$ cat src/rtl/riscv_ctrl_pkg.sv
// Shared types and constants for the RV32I control sequencer.
package riscv_ctrl_pkg;

   // Major opcodes the sequencer understands
   localparam logic [6:0] OP_R     = 7'b0110011;
   localparam logic [6:0] OP_I     = 7'b0010011;
   localparam logic [6:0] OP_LOAD  = 7'b0000011;
   localparam logic [6:0] OP_STORE = 7'b0100011;
   localparam logic [2:0] F3_WORD  = 3'b010;

   // ALUSel encodings expected by the datapath
   localparam logic [3:0] ALU_AND  = 4'b0000;
   localparam logic [3:0] ALU_OR   = 4'b0001;
   localparam logic [3:0] ALU_ADD  = 4'b0010;
   localparam logic [3:0] ALU_XOR  = 4'b0011;
   localparam logic [3:0] ALU_SLL  = 4'b0100;
   localparam logic [3:0] ALU_SRL  = 4'b0101;
   localparam logic [3:0] ALU_SUB  = 4'b0110;
   localparam logic [3:0] ALU_SLT  = 4'b0111;
   localparam logic [3:0] ALU_SRA  = 4'b1000;
   localparam logic [3:0] ALU_SLTU = 4'b1001;

   typedef enum logic [2:0] {
      ST_IDLE, ST_FETCH, ST_DECODE, ST_EXEC, ST_MEM, ST_WB, ST_TRAP
   } state_t;

   typedef enum logic [1:0] {
      CLS_ALU, CLS_LOAD, CLS_STORE, CLS_NONE
   } class_t;

   // Packs in the same order as {RegWEn,BSel,ALUSel,MEMRead,MEMWrite,WBSel}
   typedef struct packed {
      logic       reg_wen;
      logic       b_sel;
      logic [3:0] alu_sel;
      logic       mem_read;
      logic       mem_write;
      logic       wb_sel;
   } ctrl_t;

   // alt selects sub over add and sra over srl; ignored for other funct3 values
   function automatic logic [3:0] alu_from_funct(input logic [2:0] f3, input logic alt);
      logic [3:0] op;
      case (f3)
         3'b000:  op = alt ? ALU_SUB : ALU_ADD;
         3'b001:  op = ALU_SLL;
         3'b010:  op = ALU_SLT;
         3'b011:  op = ALU_SLTU;
         3'b100:  op = ALU_XOR;
         3'b101:  op = alt ? ALU_SRA : ALU_SRL;
         3'b110:  op = ALU_OR;
         default: op = ALU_AND;
      endcase
      return op;
   endfunction

endpackage

$ cat src/rtl/riscv_ctrl_decode.sv
// Combinational instruction classifier: class, ALU op, B-operand select, rd!=0, legality.
module riscv_ctrl_decode
   import riscv_ctrl_pkg::*;
(
   input  logic [31:0] instr,
   output class_t      cls,
   output logic [3:0]  alu_sel,
   output logic        b_sel,
   output logic        rd_nz,
   output logic        legal
);

   logic [6:0] opcode;
   logic [2:0] funct3;
   logic       unused_bits;

   assign opcode      = instr[6:0];
   assign funct3      = instr[14:12];
   assign rd_nz       = |instr[11:7];
   assign unused_bits = ^{instr[31], instr[29:15]};

   // Classify by opcode; I-type only treats bit30 as an alternate op for shifts right (srai)
   always_comb begin
      cls     = CLS_NONE;
      alu_sel = ALU_ADD;
      b_sel   = 1'b0;
      legal   = 1'b0;
      case (opcode)
         OP_R: begin
            cls     = CLS_ALU;
            alu_sel = alu_from_funct(funct3, instr[30]);
            legal   = 1'b1;
         end
         OP_I: begin
            cls     = CLS_ALU;
            alu_sel = alu_from_funct(funct3, instr[30] && (funct3 == 3'b101));
            b_sel   = 1'b1;
            legal   = 1'b1;
         end
         OP_LOAD: begin
            cls   = CLS_LOAD;
            b_sel = 1'b1;
            legal = (funct3 == F3_WORD);
         end
         OP_STORE: begin
            cls   = CLS_STORE;
            b_sel = 1'b1;
            legal = (funct3 == F3_WORD);
         end
         default: ;
      endcase
   end

endmodule

$ cat src/rtl/riscv_ctrl_seq.sv
// Multi-cycle RV32I control sequencer: FSM, PC, instruction register.
// Optional performance counters are built when CTRL_PERF_CNT_EN is defined.
module riscv_ctrl_seq
   import riscv_ctrl_pkg::*;
#(
   parameter logic [31:0] RESET_PC = 32'h0000_0000,
   parameter int unsigned PC_STEP  = 4
) (
   input  logic        CLK,
   input  logic        resetN,
   input  logic        run,
   output logic        imem_req,
   output logic [31:0] imem_addr,
   input  logic        imem_ack,
   input  logic [31:0] imem_rdata,
   output logic [31:0] instructionCode,
   output logic        RegWEn,
   output logic        BSel,
   output logic [3:0]  ALUSel,
   output logic        MEMRead,
   output logic        MEMWrite,
   output logic        WBSel,
   input  logic        dmem_ready,
`ifdef CTRL_PERF_CNT_EN
   output logic [31:0] cycle_cnt,
   output logic [31:0] instret_cnt,
`endif
   output logic        busy,
   output logic        retire,
   output logic        illegal
);

   state_t      state, state_next;
   logic [31:0] pc;
   ctrl_t       ctrl;
   class_t      cls;
   logic [3:0]  dec_alu;
   logic        dec_bsel, rd_nz, legal;

   riscv_ctrl_decode u_decode (
      .instr   (instructionCode),
      .cls     (cls),
      .alu_sel (dec_alu),
      .b_sel   (dec_bsel),
      .rd_nz   (rd_nz),
      .legal   (legal)
   );

   // Controls are a pure function of state so an async reset clears them immediately
   assign {RegWEn, BSel, ALUSel, MEMRead, MEMWrite, WBSel} = ctrl;
   assign imem_addr = pc;
   assign busy      = (state != ST_IDLE) && (state != ST_TRAP);
   assign illegal   = (state == ST_TRAP);

   // State, PC and instruction register
   always_ff @(posedge CLK or negedge resetN) begin
      if (!resetN) begin
         state           <= ST_IDLE;
         pc              <= RESET_PC;
         instructionCode <= '0;
      end else begin
         state <= state_next;
         if (retire)
            pc <= pc + 32'(PC_STEP);
         if (state == ST_FETCH && imem_ack)
            instructionCode <= imem_rdata;
      end
   end

   // Next state and per-phase datapath controls
   always_comb begin
      state_next = state;
      ctrl       = '0;
      imem_req   = 1'b0;
      retire     = 1'b0;
      case (state)
         ST_IDLE:
            if (run) state_next = ST_FETCH;
         ST_FETCH: begin
            imem_req = 1'b1;
            if (imem_ack) state_next = ST_DECODE;
         end
         ST_DECODE: begin
            if (!legal)              state_next = ST_TRAP;
            else if (cls == CLS_ALU) state_next = ST_EXEC;
            else                     state_next = ST_MEM;
         end
         ST_EXEC: begin
            ctrl       = '{reg_wen: rd_nz, b_sel: dec_bsel, alu_sel: dec_alu,
                           mem_read: 1'b0, mem_write: 1'b0, wb_sel: 1'b1};
            retire     = 1'b1;
            state_next = run ? ST_FETCH : ST_IDLE;
         end
         ST_MEM: begin
            ctrl = '{reg_wen: 1'b0, b_sel: 1'b1, alu_sel: ALU_ADD,
                     mem_read: (cls == CLS_LOAD), mem_write: (cls == CLS_STORE), wb_sel: 1'b0};
            if (dmem_ready) begin
               if (cls == CLS_LOAD) begin
                  state_next = ST_WB;
               end else begin
                  retire     = 1'b1;
                  state_next = run ? ST_FETCH : ST_IDLE;
               end
            end
         end
         ST_WB: begin
            ctrl       = '{reg_wen: rd_nz, b_sel: 1'b1, alu_sel: ALU_ADD,
                           mem_read: 1'b0, mem_write: 1'b0, wb_sel: 1'b0};
            retire     = 1'b1;
            state_next = run ? ST_FETCH : ST_IDLE;
         end
         ST_TRAP: ;
         default: state_next = ST_IDLE;
      endcase
   end

`ifdef CTRL_PERF_CNT_EN
   // Busy-cycle and retired-instruction counters, free-running and wrapping
   always_ff @(posedge CLK or negedge resetN) begin
      if (!resetN) begin
         cycle_cnt   <= '0;
         instret_cnt <= '0;
      end else begin
         if (busy)   cycle_cnt   <= cycle_cnt + 32'd1;
         if (retire) instret_cnt <= instret_cnt + 32'd1;
      end
   end
`endif

endmodule

$ cat config.mk
export PLATFORM = sky130hd
export DESIGN_NAME = riscv_ctrl_seq
export DESIGN_NICKNAME = d
export VERILOG_FILES = /design/src/rtl/riscv_ctrl_pkg.sv /design/src/rtl/riscv_ctrl_decode.sv /design/src/rtl/riscv_ctrl_seq.sv
export SDC_FILE = /design/constraint.sdc
export NUM_CORES = 1
export LEC_CHECK = 0
export ABC_AREA = 1
export CAP_MARGIN = 5
export CORE_MARGIN = 3
export CORE_UTILIZATION = 40
export DETAILED_ROUTE_END_ITERATION = 6
export GPL_ROUTABILITY_DRIVEN = 0
export PLACE_DENSITY = 0.7
export SETUP_SLACK_MARGIN = 0.3
export SYNTH_ARGS = -nofsm -noshare
export SYNTH_HDL_FRONTEND = slang
export SYNTH_SLANG_ARGS = --single-unit
export TNS_END_PERCENT = 30
$ cat constraint.sdc
create_clock -name CLK -period 1.85 [get_ports CLK]
set_input_delay 0.37 -clock CLK [delete_from_list [all_inputs] [get_ports CLK]]
set_output_delay 0.37 -clock CLK [all_outputs]
set_load 0.02 [all_outputs]
# ---- Word level (Yosys, flattened, before mapping)
# Cells that the tools add are included.
dict set report word_totals {
  reg_bits 67
  input_bits 37
  output_inout_bits 77
  wordCells 63
}
dict set report classes {
  n_addsub 1
  n_eq_ne 22
  n_mux 23
  bitwise_logic 1
  n_reduce_logical 13
}
# op n
set ops {}
lappend ops {{4-bit case mux with 7 select lines} 2}
lappend ops {{32-bit by 3-bit adder with 32-bit output (second input constant)} 1}
lappend ops {{9-bit case mux with 3 select lines} 1}
lappend ops {{3-bit two-way mux} 8}
lappend ops {{3-bit equality test (second input constant)} 6}
lappend ops {{3-bit case mux with 6 select lines} 1}
lappend ops {{7-bit by 6-bit equality test with 1-bit output (second input constant)} 2}
lappend ops {{3-bit by 2-bit equality test with 1-bit output (second input constant)} 4}
lappend ops {{4-bit two-way mux} 2}
lappend ops {{4-bit case mux with 2 select lines} 1}
lappend ops {{7-bit by 2-bit equality test with 1-bit output (second input constant)} 1}
lappend ops {{7-bit by 5-bit equality test with 1-bit output (second input constant)} 1}
lappend ops {{3-bit by 1-bit equality test with 1-bit output (second input constant)} 2}
lappend ops {{3-bit zero test} 2}
lappend ops {{2-bit != test (second input constant)} 3}
lappend ops {{2-bit case mux with 3 select lines} 1}
lappend ops {{2-bit OR reduction} 3}
lappend ops {{1-bit two-way mux} 5}
lappend ops {{5-bit OR reduction} 1}
lappend ops {{1-bit case mux with 2 select lines} 2}
lappend ops {{4-bit AND reduction} 1}
lappend ops {{1-bit logical AND} 3}
lappend ops {{3-bit != test (second input constant)} 1}
lappend ops {{3-bit nonzero test} 1}
lappend ops {{other kinds (5)} 5}

# ---- Depth between registers and ports, before layout
# Gate-level depths: netlist (run 1).
dict set report depth {
  depth_word 7
  depth_mapped 11
  depth_no_buf 10
}

# ---- By module
# Synthesis (run 1) repeated with hierarchy kept, for this count alone.
dict set report hier_totals {
  hier_cells 408
  hier_area_um2 3450.8
}
# module instances cells_each area_per_inst_um2 seq_area_each_um2
set by_module_without_submodules {}
lappend by_module_without_submodules {riscv_ctrl_seq 1 360 3220.6 1626.6}
lappend by_module_without_submodules {riscv_ctrl_decode 1 48 230.2 0.0}

# ---- Worst setup path before layout (run 1)
# OpenSTA, ideal clock, no wires.
dict set report synth_path {
  kind {reg2out}
  startpoint {register instructionCode[6]}
  endpoint {output ALUSel[3]}
  arrival_ps 1381
  t_required_ps 1480
  slack_ps 99
  stages_incl_launch_ff 6
  path_buffers 0
  path_cell_list {dfrtp_1 > inv_1 > nand4_1 > inv_1 > nand3b_1 > nor3_1}
}
dict set report synth_between {
  elab_chain_cells 3
  elab_cells_between_ends 4
  cone_classes {eq/ne: 2; mux: 2}
}
# item line
set synth_rtl {}
lappend synth_rtl {{start, declared} riscv_ctrl_seq.sv:16} ;# output logic [31:0] instructionCode,
lappend synth_rtl {{start signal, assigned} riscv_ctrl_seq.sv:66} ;# instructionCode <= imem_rdata;
lappend synth_rtl {{7-bit by 5-bit equality test with 1-bit output / 7-bit by 6-bit equality test with 1-bit output (equally long branches)} riscv_ctrl_decode.sv:28} ;# case (opcode)
lappend synth_rtl {{4-bit case mux with 2 select lines (*)} riscv_ctrl_decode.sv:28}
lappend synth_rtl {{9-bit case mux with 3 select lines (*)} riscv_ctrl_seq.sv:76} ;# case (state)
lappend synth_rtl {{end, declared} riscv_ctrl_seq.sv:19} ;# output logic [3:0] ALUSel,
# Every way passes the cells marked *; elsewhere a longest branch is shown, timed or not.

# ---- Final worst setup path (run 1)
dict set report layout_path {
  startpoint {register instructionCode[14]}
  endpoint {output ALUSel[0]}
}
dict set report layout_between {
  elab_chain_cells 6
  elab_cells_between_ends 13
  cone_classes {eq/ne: 6; mux: 5; reduce/logical: 2}
}
# item line
set layout_rtl {}
lappend layout_rtl {{3-bit equality test} {riscv_ctrl_pkg.sv:44, riscv_ctrl_decode.sv:36}}
lappend layout_rtl {{1-bit logical AND} riscv_ctrl_decode.sv:36} ;# alu_sel = alu_from_funct(funct3, instr[30] && (funct3 == 3'b101));
lappend layout_rtl {{4-bit two-way mux} riscv_ctrl_pkg.sv:50} ;# 3'b101: op = alt ? ALU_SRA : ALU_SRL;
lappend layout_rtl {{4-bit case mux with 7 select lines} riscv_ctrl_pkg.sv:44} ;# case (f3)
lappend layout_rtl {{4-bit case mux with 2 select lines (*)} riscv_ctrl_decode.sv:28}
lappend layout_rtl {{9-bit case mux with 3 select lines (*)} riscv_ctrl_seq.sv:76}
# Marks and branches as above.

==> results.yml, run 1 <==
routing:
  firstDrtPassIters: 5
  initialDrtViolationCount: 175
  routed_wl_mm: 11.7
  antenna_violating_nets_post_route: 0
  avgRoutedWirePerCell_um: 15.3
  drcViolationCount: 0
  dr_total_vias: 3836
  drt-vias-per-instance: 4.99
place:
  cell_total_after_placement: 710
  quantity_of_i_o_buffers_inserted_on_ports: 111
  detailed_place_hpwl_mm: 7.42
clock_tree:
  cts.htree.levels: 3
  cts_tree: "built"
  clock_sink_count: 65
  buffer_type_at_the_clock_tree_root: "sky130_fd_sc_hd__clkbuf_8"
  max-clock-path-buffers: 2
  clock_buffer_count_from_cts: 9
  worstSkewPairLatency_ns: 0.35
  cts.reportedPaths.clkPinSlew_ns: 0.08
cells_and_area:
  area_growth_syn_to_layout_pct: 64.7
  fill_cells: 684
  layout.nets: 694
  proportion_of_layout_cells_with_a_drive_suffix_above_1_pct: 33.1
  antenna_cells: 0
  finish.cell_count_without_fillers: 769
min_path:
  type_of_the_most_critical_hold_path: "in2async"
setup_path:
  crit_fanout: 4
  worst-endpoint-required_ns: 1.48
  cp_data_arrival_time_ns: 1.60
  timing.reg2reg.setup_slack_ns: -0.08
  critical_path.startpoint_type: "flop"
  setup.worst_path.end_class: "output pin"
  path_class: "reg2out"
sta:
  setup_viol: 16
  timing_hold_violations_final: 0
  grt_setup_unrepaired: "yes"
  worst_hold_slack_ns: 0.484
  max_clock_freq_mhz: 507
  fin_tns_setup_ns: -0.823
  clock_skew_ns: 0.00548
  finalCriticalPeriod_ns: 1.97
  setup_ws_ns: -0.124
  final.period_utilization_pct: 107
  timing.final.max_slew_violations: 0
global_routing:
  first_global_vias: 3694
  number_of_antenna_violations_at_the_first_check_in_global_routing: 0
  globalRoute.totalOverflow: 0
  total_grt_usage_pct: 21.5
  global_route_wire_length_before_repair_mm: 17.5
  grt_max_degree: 34
power:
  comb_power_share_pct: 56.2
  p_clk_share_pct: 14.9
  p_int_w: 0.00451
  vdd.ir_drop.worst_mv: 0.686
  power_per_cell_area_nw_per_um2: 1270
  p_sw_share_pct: 40.7
  net-switching-power_w: 0.00309
  p_seq_share_pct: 28.9
  power_leakage_nw: 2.89
logic_synthesis:
  post_synthesis_cell_area_um2: 3630
  ys_ff_latch: 65
  syn-instance-count: 463
  netlist-cell-type-count: 29
  avgSynthCellArea_um2: 7.84
  synth.yosys.seq_area_share_pct: 44.8
  synthesis.yosys.warnings: 0
run_status:
  status: "finished with violations"
  violations_in_the_final_reports: "setup timing"
floorplanning:
  die_height_um: 101
  fp.coreArea_um2: 8760
  die-area_um2: 10300
  io_pins: 114
  die_w_um: 101
  core.rowCount: 34
  start_util_pct: 41.4
job:
  max_cap_viol_count: 0
## placed cells by master (no fill, tap or decap), types with 3 or more instances in the layout
| cell type | n |
|---|---|
| sky130_fd_sc_hd__nand3_2 | 7 |
| sky130_fd_sc_hd__clkbuf_2 | 4 |
| sky130_fd_sc_hd__nand3b_1 | 3 |
| sky130_fd_sc_hd__buf_4 | 53 |
| sky130_fd_sc_hd__nand3_4 | 3 |
| sky130_fd_sc_hd__inv_2 | 7 |
| sky130_fd_sc_hd__nand4_1 | 10 |
| sky130_fd_sc_hd__mux2_4 | 8 |
| sky130_fd_sc_hd__dlygate4sd2_1 | 50 |
| sky130_fd_sc_hd__buf_2 | 5 |
| sky130_fd_sc_hd__inv_1 | 42 |
| sky130_fd_sc_hd__nor2_2 | 8 |
| sky130_fd_sc_hd__nor2_1 | 53 |
| sky130_fd_sc_hd__a21oi_1 | 7 |
| sky130_fd_sc_hd__o21ai_1 | 8 |
| sky130_fd_sc_hd__buf_8 | 3 |
| sky130_fd_sc_hd__buf_6 | 27 |
| sky130_fd_sc_hd__clkdlybuf4s50_1 | 35 |
| sky130_fd_sc_hd__clkinvlp_4 | 3 |
| sky130_fd_sc_hd__dfrtp_1 | 59 |
| sky130_fd_sc_hd__clkbuf_8 | 9 |
| sky130_fd_sc_hd__nand3_1 | 16 |
| sky130_fd_sc_hd__a21oi_2 | 5 |
| sky130_fd_sc_hd__xor2_1 | 11 |
| sky130_fd_sc_hd__nand2_2 | 19 |
| sky130_fd_sc_hd__mux2_2 | 18 |
| sky130_fd_sc_hd__nor3_1 | 3 |
| sky130_fd_sc_hd__clkdlybuf4s15_1 | 3 |
| sky130_fd_sc_hd__nand2_1 | 135 |
| sky130_fd_sc_hd__buf_12 | 6 |
| sky130_fd_sc_hd__nor2_4 | 7 |
| sky130_fd_sc_hd__dfrtp_2 | 6 |
| sky130_fd_sc_hd__buf_16 | 3 |
## Yosys cell counts, drive strengths merged
library cell,n,area [um2]
nand3,26,135
a21oi,13,68.8
mux2,26,323
inv,51,191
xnor2,1,8.76
nand4,10,62.6
conb,1,3.75
dfrtp,65,1630
o21bai,1,7.51
o21ai,11,55.1
buf,12,108
o22ai,1,6.26
ha,1,12.5
nor3,5,25.0
nand3b,3,22.5
xor2,11,96.3
nor2,68,278
or2,1,6.26
nand2,156,593
## power by group through the flow
stage | sequential [W] | combinational (W) | clock (W)
6_report | 0.00219 | 0.00428 | 0.00113
4_1_cts | 0.00215 | 0.00397 | 0.00115
3_3_place_gp | 0.00217 | 0.00342 | 0
3_5_place_dp | 0.00219 | 0.00347 | 0
2_1_floorplan | 0.00268 | 0.00131 | 0
5_1_grt | 0.00225 | 0.00454 | 0.00120
## path summary, 6_finish.rpt
check,start,endpoint,depth (start not counted)
hold / removal,resetN,imem_addr[8]$_DFFE_PN0P_,2
setup reg to reg,instructionCode[2]$_DFFE_PN0P_,instructionCode[2]$_DFFE_PN0P_,13
min in group CLK,instructionCode[28]$_DFFE_PN0P_,instructionCode[28]$_DFFE_PN0P_,1
setup / recovery,instructionCode[14]$_DFFE_PN0P_,ALUSel[0],6
hold reg to reg,instructionCode[28]$_DFFE_PN0P_,instructionCode[28]$_DFFE_PN0P_,1
max in group asynchronous,resetN,state[0]$_DFFE_PN0P_,3
## cell families (layout without fill, tap and decap cells)
group                      Yosys count  in the layout  synth area share, %
buffers and inverters               63            260                 8.24
adders and majority gates            1              1                0.345
other                                1              2                0.103
and+or+nand+nor                    269            269                 30.9
xor gates and xnor gates            12             12                 2.90
AOI/OAI and AO/OA                   26             26                 3.79
muxes                               26             26                 8.89
DFF                                 65             65                 44.8
## area by class of cell
cell class / count / area (um2) / share of cell area, %
tap: 108 / 135 / 2.26
multi-input combinational: 336 / 1940 / 32.5
inverter: 51 / 196 / 3.29
clock buffer: 9 / 124 / 2.07
timing repair buffer: 193 / 1890 / 31.6
sequential: 65 / 1630 / 27.3
clock inverter: 7 / 53.8 / 0.900
## through the flow
| step | cell area (um2) | total power (W) | setup WS, ns | utilization, % |
|---|---|---|---|---|
| 3_5_place_dp | 5110 | 0.00565 | -0.291 | 58.4 |
| 5_1_grt | 5980 | 0.00800 | -0.266 | 68.2 |
| 4_1_cts | 5810 | 0.00727 | -0.0825 | 66.3 |
| 3_3_place_gp | 5110 | 0.00559 | -0.303 | 58.4 |
| 2_1_floorplan | 3660 | 0.00399 | 0.261 | - |
| 6_report | 5980 | 0.00760 | -0.124 | 68.2 |
## worst max-delay path, stage by stage (launching register included)
cell,delay (ns)
sky130_fd_sc_hd__dfrtp_1,0.41
sky130_fd_sc_hd__nand2_1,0.10
sky130_fd_sc_hd__inv_1,0.08
sky130_fd_sc_hd__a21oi_2,0.17
sky130_fd_sc_hd__nand3b_1,0.18
sky130_fd_sc_hd__a21oi_2,0.16
sky130_fd_sc_hd__buf_4,0.16
## state kept, by name (all words and copies together) (netlist names)
register         count
imem_addr           30
instructionCode     32
state                3
## routing by layer
| metal | up-vias | GRT usage (%) | wire (um) |
|---|---|---|---|
| met5 | - | 0 | 0 |
| met4 | 0 | 6.54 | 214 |
| met3 | 21 | 3.31 | 612 |
| met2 | 139 | 37.0 | 6080 |
| met1 | 1831 | 27.8 | 4840 |
| li1 | 1845 | - | - |
## timing repair
item	in CTS	in global routing
buffers inserted	29	8
setup endpoints to repair	101	89
endpoints found under the hold margin	15	0
cloned	4	1
hold buffers	1	0
pin swaps	27	17
gates resized for setup	220	40
No activity file was read; power rests on OpenSTA's default activity.
==> inputs of run 2 (changes only) <==
==> constraint.sdc (replaced) <==
create_clock -name CLK -period 1.85 [get_ports CLK]
set_input_delay 0.185 -clock CLK [delete_from_list [all_inputs] [get_ports CLK]]
set_output_delay 0.185 -clock CLK [all_outputs]
set_load 0.02 [all_outputs]
==> run 2 against run 1 <==
The flow now finishes without violations. Worst setup slack better by 0.22 ns. Design area down 7.4%. Power down 8.0%. Clock power up 7%. Count of clock-buffer cells in the layout unchanged. Sequential share of layout area up 2.2 points. Maximum frequency up 13%. Routed wire length down 9.3%. Via count down 6.0%. Sequential cell count unchanged. Global-route usage down 0.92 points. Critical endpoint is now ALUSel[3]. Highest routed layer unchanged.
==> results.yml, run 2 (same netlist as run 1, synthesis figures left out) <==
run_status:
  status: "finished, final reports clean"
job:
  max_cap_viol_count: 0
clock_tree:
  max-clock-path-buffers: 2
  cts.reportedPaths.clkPinSlew_ns: 0.08
  cts.htree.levels: 3
  buffer_type_at_the_clock_tree_root: "sky130_fd_sc_hd__clkbuf_8"
  cts_tree: "built"
  clock_buffer_count_from_cts: 9
  worstSkewPairLatency_ns: 0.34
  clock_sink_count: 65
cells_and_area:
  layout.nets: 646
  fill_cells: 755
  mostFrequentLayoutCells: "sky130_fd_sc_hd__nand2_1, sky130_fd_sc_hd__dfrtp_1, sky130_fd_sc_hd__nor2_1"
  sequential_cell_area_um2: 1630
  area_growth_syn_to_layout_pct: 52.5
  multiInputGateArea_um2: 1830
  largest_reg_flops: 32
  antenna_cells: 0
  top_register: "instructionCode"
  proportion_of_layout_cells_with_a_drive_suffix_above_1_pct: 23.2
  layout.cells.most_common: "sky130_fd_sc_hd__nand2_1"
routing:
  drt-vias-per-instance: 5.00
  avgRoutedWirePerCell_um: 14.8
  dr_total_vias: 3604
  antenna_violating_nets_post_route: 0
  firstDrtPassIters: 4
  routed_wl_mm: 10.6
  initialDrtViolationCount: 131
  drcViolationCount: 0
setup_path:
  setup.worst_path.end_class: "output pin"
  cp_data_arrival_time_ns: 1.57
  crit_slowest_cell: "sky130_fd_sc_hd__dfrtp_2"
  critical_path.startpoint_type: "flop"
  critical-path-max-stage-delay_ns: 0.46
  cp.buffers_inverters: 1
  worst-endpoint-required_ns: 1.66
  path_class: "reg2out"
  path_delay_family: "flip-flops"
  cp_cell_sequence: "nand3_2 -> a21oi_2 -> nand3b_1 -> nor3_2 -> buf_4"
  crit_fanout: 6
global_routing:
  grt_max_degree: 39
  first_global_vias: 3534
  globalRoute.totalOverflow: 0
  number_of_antenna_violations_at_the_first_check_in_global_routing: 0
  total_grt_usage_pct: 20.6
  global_route_wire_length_before_repair_mm: 16.7
power:
  power_per_cell_area_nw_per_um2: 1260
  vdd.ir_drop.worst_mv: 0.951
  report.power.total_w: 0.00699
  power_leakage_nw: 3.12
sta:
  timing_hold_violations_final: 0
  worst_hold_slack_ns: 0.264
  grt_setup_unrepaired: "yes"
  setup_viol: 0
  fin_tns_setup_ns: 0
  max_clock_freq_mhz: 570
  final.period_utilization_pct: 94.8
  timing.final.max_slew_violations: 0
  clock_skew_ns: 0.0106
  finalCriticalPeriod_ns: 1.75
place:
  detailed_place_hpwl_mm: 7.44
  quantity_of_i_o_buffers_inserted_on_ports: 111
floorplanning:
  core.rowCount: 34
  die_w_um: 101
  io_pins: 114
  die-area_um2: 10300
  die_height_um: 101
  start_util_pct: 41.4
  fp.coreArea_um2: 8760
min_path:
  type_of_the_most_critical_hold_path: "in2async"
run 2: changes by cell type in the layout (fill, tap and decap cells not counted), sizes merged:
cell | previous run | this run
dlymetal6s2s | 0 | 50
inv | 53 | 50
clkinv | 2 | 3
clkdlybuf4s50 | 35 | 46
bufinv | 0 | 1
dlygate4sd2 | 50 | 0
clkinvlp | 3 | 4
clkdlybuf4s15 | 4 | 0
buf | 97 | 45
clkbuf | 14 | 11
run 2: report_power, final:
group / internal, W / switching [W]
clock: 0.000619 / 0.000593
sequential: 0.00185 / 0.000375
combinational: 0.00174 / 0.00181
total: 0.00422 / 0.00278
run 2: path summary, 6_finish.rpt:
| check | start | endpoint | slack (ns) | depth (start not counted) |
|---|---|---|---|---|
| max | state[1]$_DFFE_PN0P_ | ALUSel[3] | 0.1 | 5 |
| min | resetN | imem_addr[8]$_DFFE_PN0P_ | 0.26 | 2 |
| max reg2reg | instructionCode[2]$_DFFE_PN0P_ | imem_addr[5]$_DFFE_PN0P_ | 0.15 | 11 |
| min reg2reg | instructionCode[19]$_DFFE_PN0P_ | instructionCode[19]$_DFFE_PN0P_ | 0.51 | 1 |
| max in group asynchronous | resetN | instructionCode[13]$_DFFE_PN0P_ | 0.86 | 3 |
| min in group CLK | imem_rdata[2] | instructionCode[2]$_DFFE_PN0P_ | 0.44 | 3 |
run 2: metal layers:
| layer | GRT usage [%] | routed length (um) | up-vias |
|---|---|---|---|
| met5 | 0 | 0 | - |
| met4 | 5.01 | 95 | 0 |
| met1 | 23.9 | 4190 | 1733 |
| met2 | 35.5 | 5410 | 121 |
| met3 | 8.33 | 950 | 9 |
| li1 | - | - | 1741 |
run 2: layout make-up:
cell class / count / share of cell area, %
sequential: 65 / 29.5
timing repair buffer: 145 / 28.0
clock buffer: 9 / 2.24
multi-input combinational: 336 / 33.0
tap: 108 / 2.44
clock inverter: 7 / 1.29
inverter: 51 / 3.53
run 2: stage by stage:
stage | area [um2] | cells | setup slack, ns | utilization, %
after CTS | 5240 | 714 | 0.133 | 59.7
after global routing | 5540 | 721 | -0.0181 | 63.2
after floorplan | 3630 | 464 | 0.284 | -
after detailed placement | 4900 | 687 | -0.0382 | 55.9
after global placement | 4900 | 687 | 0.0394 | 55.9
final | 5540 | 721 | 0.0961 | 63.2
run 2: repair_timing:
action | 4_1_cts | 5_1_grt
gates resized for setup | 81 | 88
gates cloned | 1 | 1
setup buffers | 9 | 6
setup endpoints to repair | 85 | 111
pin swaps | 5 | 1
endpoints found under the hold margin | 12 | 0
hold buffers | 1 | 0
==> inputs of run 3 (changes only) <==
- SKIP_LAST_GASP: unset -> 1
==> run 3 against run 2 <==
Sequential share of layout area is 0.83 points higher. Power is essentially flat. Count of clock-buffer cells in the layout unchanged. Critical path depth unchanged. Global-route usage did not move. Die area unchanged. Largest power group unchanged. Highest routed layer unchanged.
==> results.yml, run 3 (same netlist as run 1, synthesis figures left out) <==
run_status:
  status: "finished, final reports clean"
place:
  postPlaceCellArea_um2: 4900
  quantity_of_i_o_buffers_inserted_on_ports: 111
  detailed_place_hpwl_mm: 7.44
  cell_total_after_placement: 687
sta:
  worst_hold_slack_ns: 0.265
  timing.final.max_slew_violations: 0
  clock_skew_ns: 0.0137
  timing_hold_violations_final: 0
  final.period_utilization_pct: 94.5
  finalCriticalPeriod_ns: 1.75
  max_clock_freq_mhz: 572
  setup_viol: 0
  grt_setup_unrepaired: "yes"
clock_tree:
  cts.htree.levels: 3
  cts_tree: "built"
  buffer_type_at_the_clock_tree_root: "sky130_fd_sc_hd__clkbuf_8"
  cts.reportedPaths.clkPinSlew_ns: 0.08
  max-clock-path-buffers: 2
  clock_buffer_count_from_cts: 9
  clock_sink_count: 65
  worstSkewPairLatency_ns: 0.35
power:
  power_per_cell_area_nw_per_um2: 1300
  net-switching-power_w: 0.00275
  p_seq_share_pct: 31.8
  power_leakage_nw: 2.44
  p_int_w: 0.00424
  comb_power_share_pct: 50.8
  p_sw_share_pct: 39.3
  p_clk_share_pct: 17.4
  vdd.ir_drop.worst_mv: 0.930
routing:
  firstDrtPassIters: 4
  drcViolationCount: 0
  avgRoutedWirePerCell_um: 14.6
  drt-vias-per-instance: 4.98
  dr_total_vias: 3591
  initialDrtViolationCount: 143
  antenna_violating_nets_post_route: 0
  routed_wl_mm: 10.6
global_routing:
  globalRoute.totalOverflow: 0
  global_route_wire_length_before_repair_mm: 16.7
  number_of_antenna_violations_at_the_first_check_in_global_routing: 0
  total_grt_usage_pct: 20.6
  first_global_vias: 3534
  grt_max_degree: 39
floorplanning:
  core.rowCount: 34
  start_util_pct: 41.4
  io_pins: 114
  die_w_um: 101
  die_height_um: 101
  die-area_um2: 10300
  fp.coreArea_um2: 8760
setup_path:
  setup.worst_path.end_class: "output pin"
  worst-r2r-cell-count: 10
  worstReg2RegStart: "state[2]$_DFFE_PN0P_"
  cp_data_arrival_time_ns: 1.56
  crit_fanout: 6
  timing.rr.end: "imem_addr[5]$_DFFE_PN0P_"
  worst-endpoint-required_ns: 1.66
  critical_path.startpoint_type: "flop"
  path_class: "reg2out"
  timing.reg2reg.setup_slack_ns: 0.13
cells_and_area:
  finish.cell_count_without_fillers: 721
  largest_reg_flops: 32
  layout.cells.most_common: "sky130_fd_sc_hd__nand2_1"
  stdcell_area_um2: 5380
  postLayoutCoreUtil_pct: 61.4
  layout.nets: 646
  proportion_of_layout_cells_with_a_drive_suffix_above_1_pct: 21.5
  top_register: "instructionCode"
  mostFrequentLayoutCells: "sky130_fd_sc_hd__nand2_1, sky130_fd_sc_hd__clkdlybuf4s50_1, sky130_fd_sc_hd__dfrtp_1"
  antenna_cells: 0
  area_growth_syn_to_layout_pct: 48.3
  fill_cells: 788
job:
  max_cap_viol_count: 0
min_path:
  type_of_the_most_critical_hold_path: "in2async"
## run 3: cell types whose count changed in the layout (fill, tap and decap cells not counted), sizes merged
cell | before | now
clkdlybuf4s15 | 0 | 1
dlymetal6s2s | 50 | 1
clkbuf | 11 | 10
clkdlybuf4s50 | 46 | 96
buf | 45 | 44
## run 3: routing by layer
metal / track usage (%) / vias up / part of all wire, %
met2: 35.5 / 120 / 50
met4: 5.01 / 0 / 1.3
met1: 23.9 / 1715 / 40
met5: 0 / - / 0
li1: - / 1742 / -
met3: 8.33 / 14 / 8.7
## run 3: final cells by class
cell class                 count  area (um2)  share of cell area, %
clock buffer                   9         124                   2.30
sequential                    65        1630                   30.3
tap                          108         135                   2.51
timing repair buffer         145        1430                   26.5
multi-input combinational    336        1800                   33.4
clock inverter                 7        71.3                   1.33
inverter                      51         195                   3.63
## run 3: per-stage QoR
stage	total power [W]	setup slack (ns)	setup TNS [ns]
floorplan	0.00395	0.284	0
global placement	0.00530	0.0394	0
detailed placement	0.00536	-0.0382	-0.0382
CTS	0.00684	0.133	0
global route	0.00739	-0.0164	-0.0213
finish	0.00700	0.102	0
## run 3: worst max path at each step
stage	from	end	cells past startpoint
final	state[1]$_DFFE_PN0P_	ALUSel[3]	5
after global placement	state[1]$_DFFE_PN0P_	ALUSel[3]	5
after global routing	state[1]$_DFFE_PN0P_	ALUSel[3]	5
after floorplan	instructionCode[6]$_DFFE_PN0P_	ALUSel[3]	5
after CTS	instructionCode[3]$_DFFE_PN0P_	ALUSel[3]	6
after detailed placement	state[1]$_DFFE_PN0P_	ALUSel[3]	5
## run 3: power groups by stage
stage,Clock (W),Sequential [W],Combinational [W]
2_1_floorplan,0,0.00267,0.00128
6_report,0.00122,0.00223,0.00355
3_5_place_dp,0,0.00222,0.00314
4_1_cts,0.00126,0.00221,0.00338
5_1_grt,0.00131,0.00228,0.00380
3_3_place_gp,0,0.00219,0.00311
## run 3: repair_timing
item | 4_1_cts | 5_1_grt
hold endpoints to repair | 12 | 0
hold buffers | 1 | 0
endpoints found under the setup margin | 85 | 111
cloned | 1 | 1
pin swaps | 5 | 1
gates resized for setup | 81 | 23
setup buffers | 9 | 6
## run 3: critical path: stages, from the launching register on
cell	delay, ns
sky130_fd_sc_hd__dfrtp_2	0.45
sky130_fd_sc_hd__nand3_2	0.15
sky130_fd_sc_hd__a21oi_2	0.15
sky130_fd_sc_hd__nand3b_1	0.15
sky130_fd_sc_hd__nor3_2	0.15
sky130_fd_sc_hd__buf_4	0.17
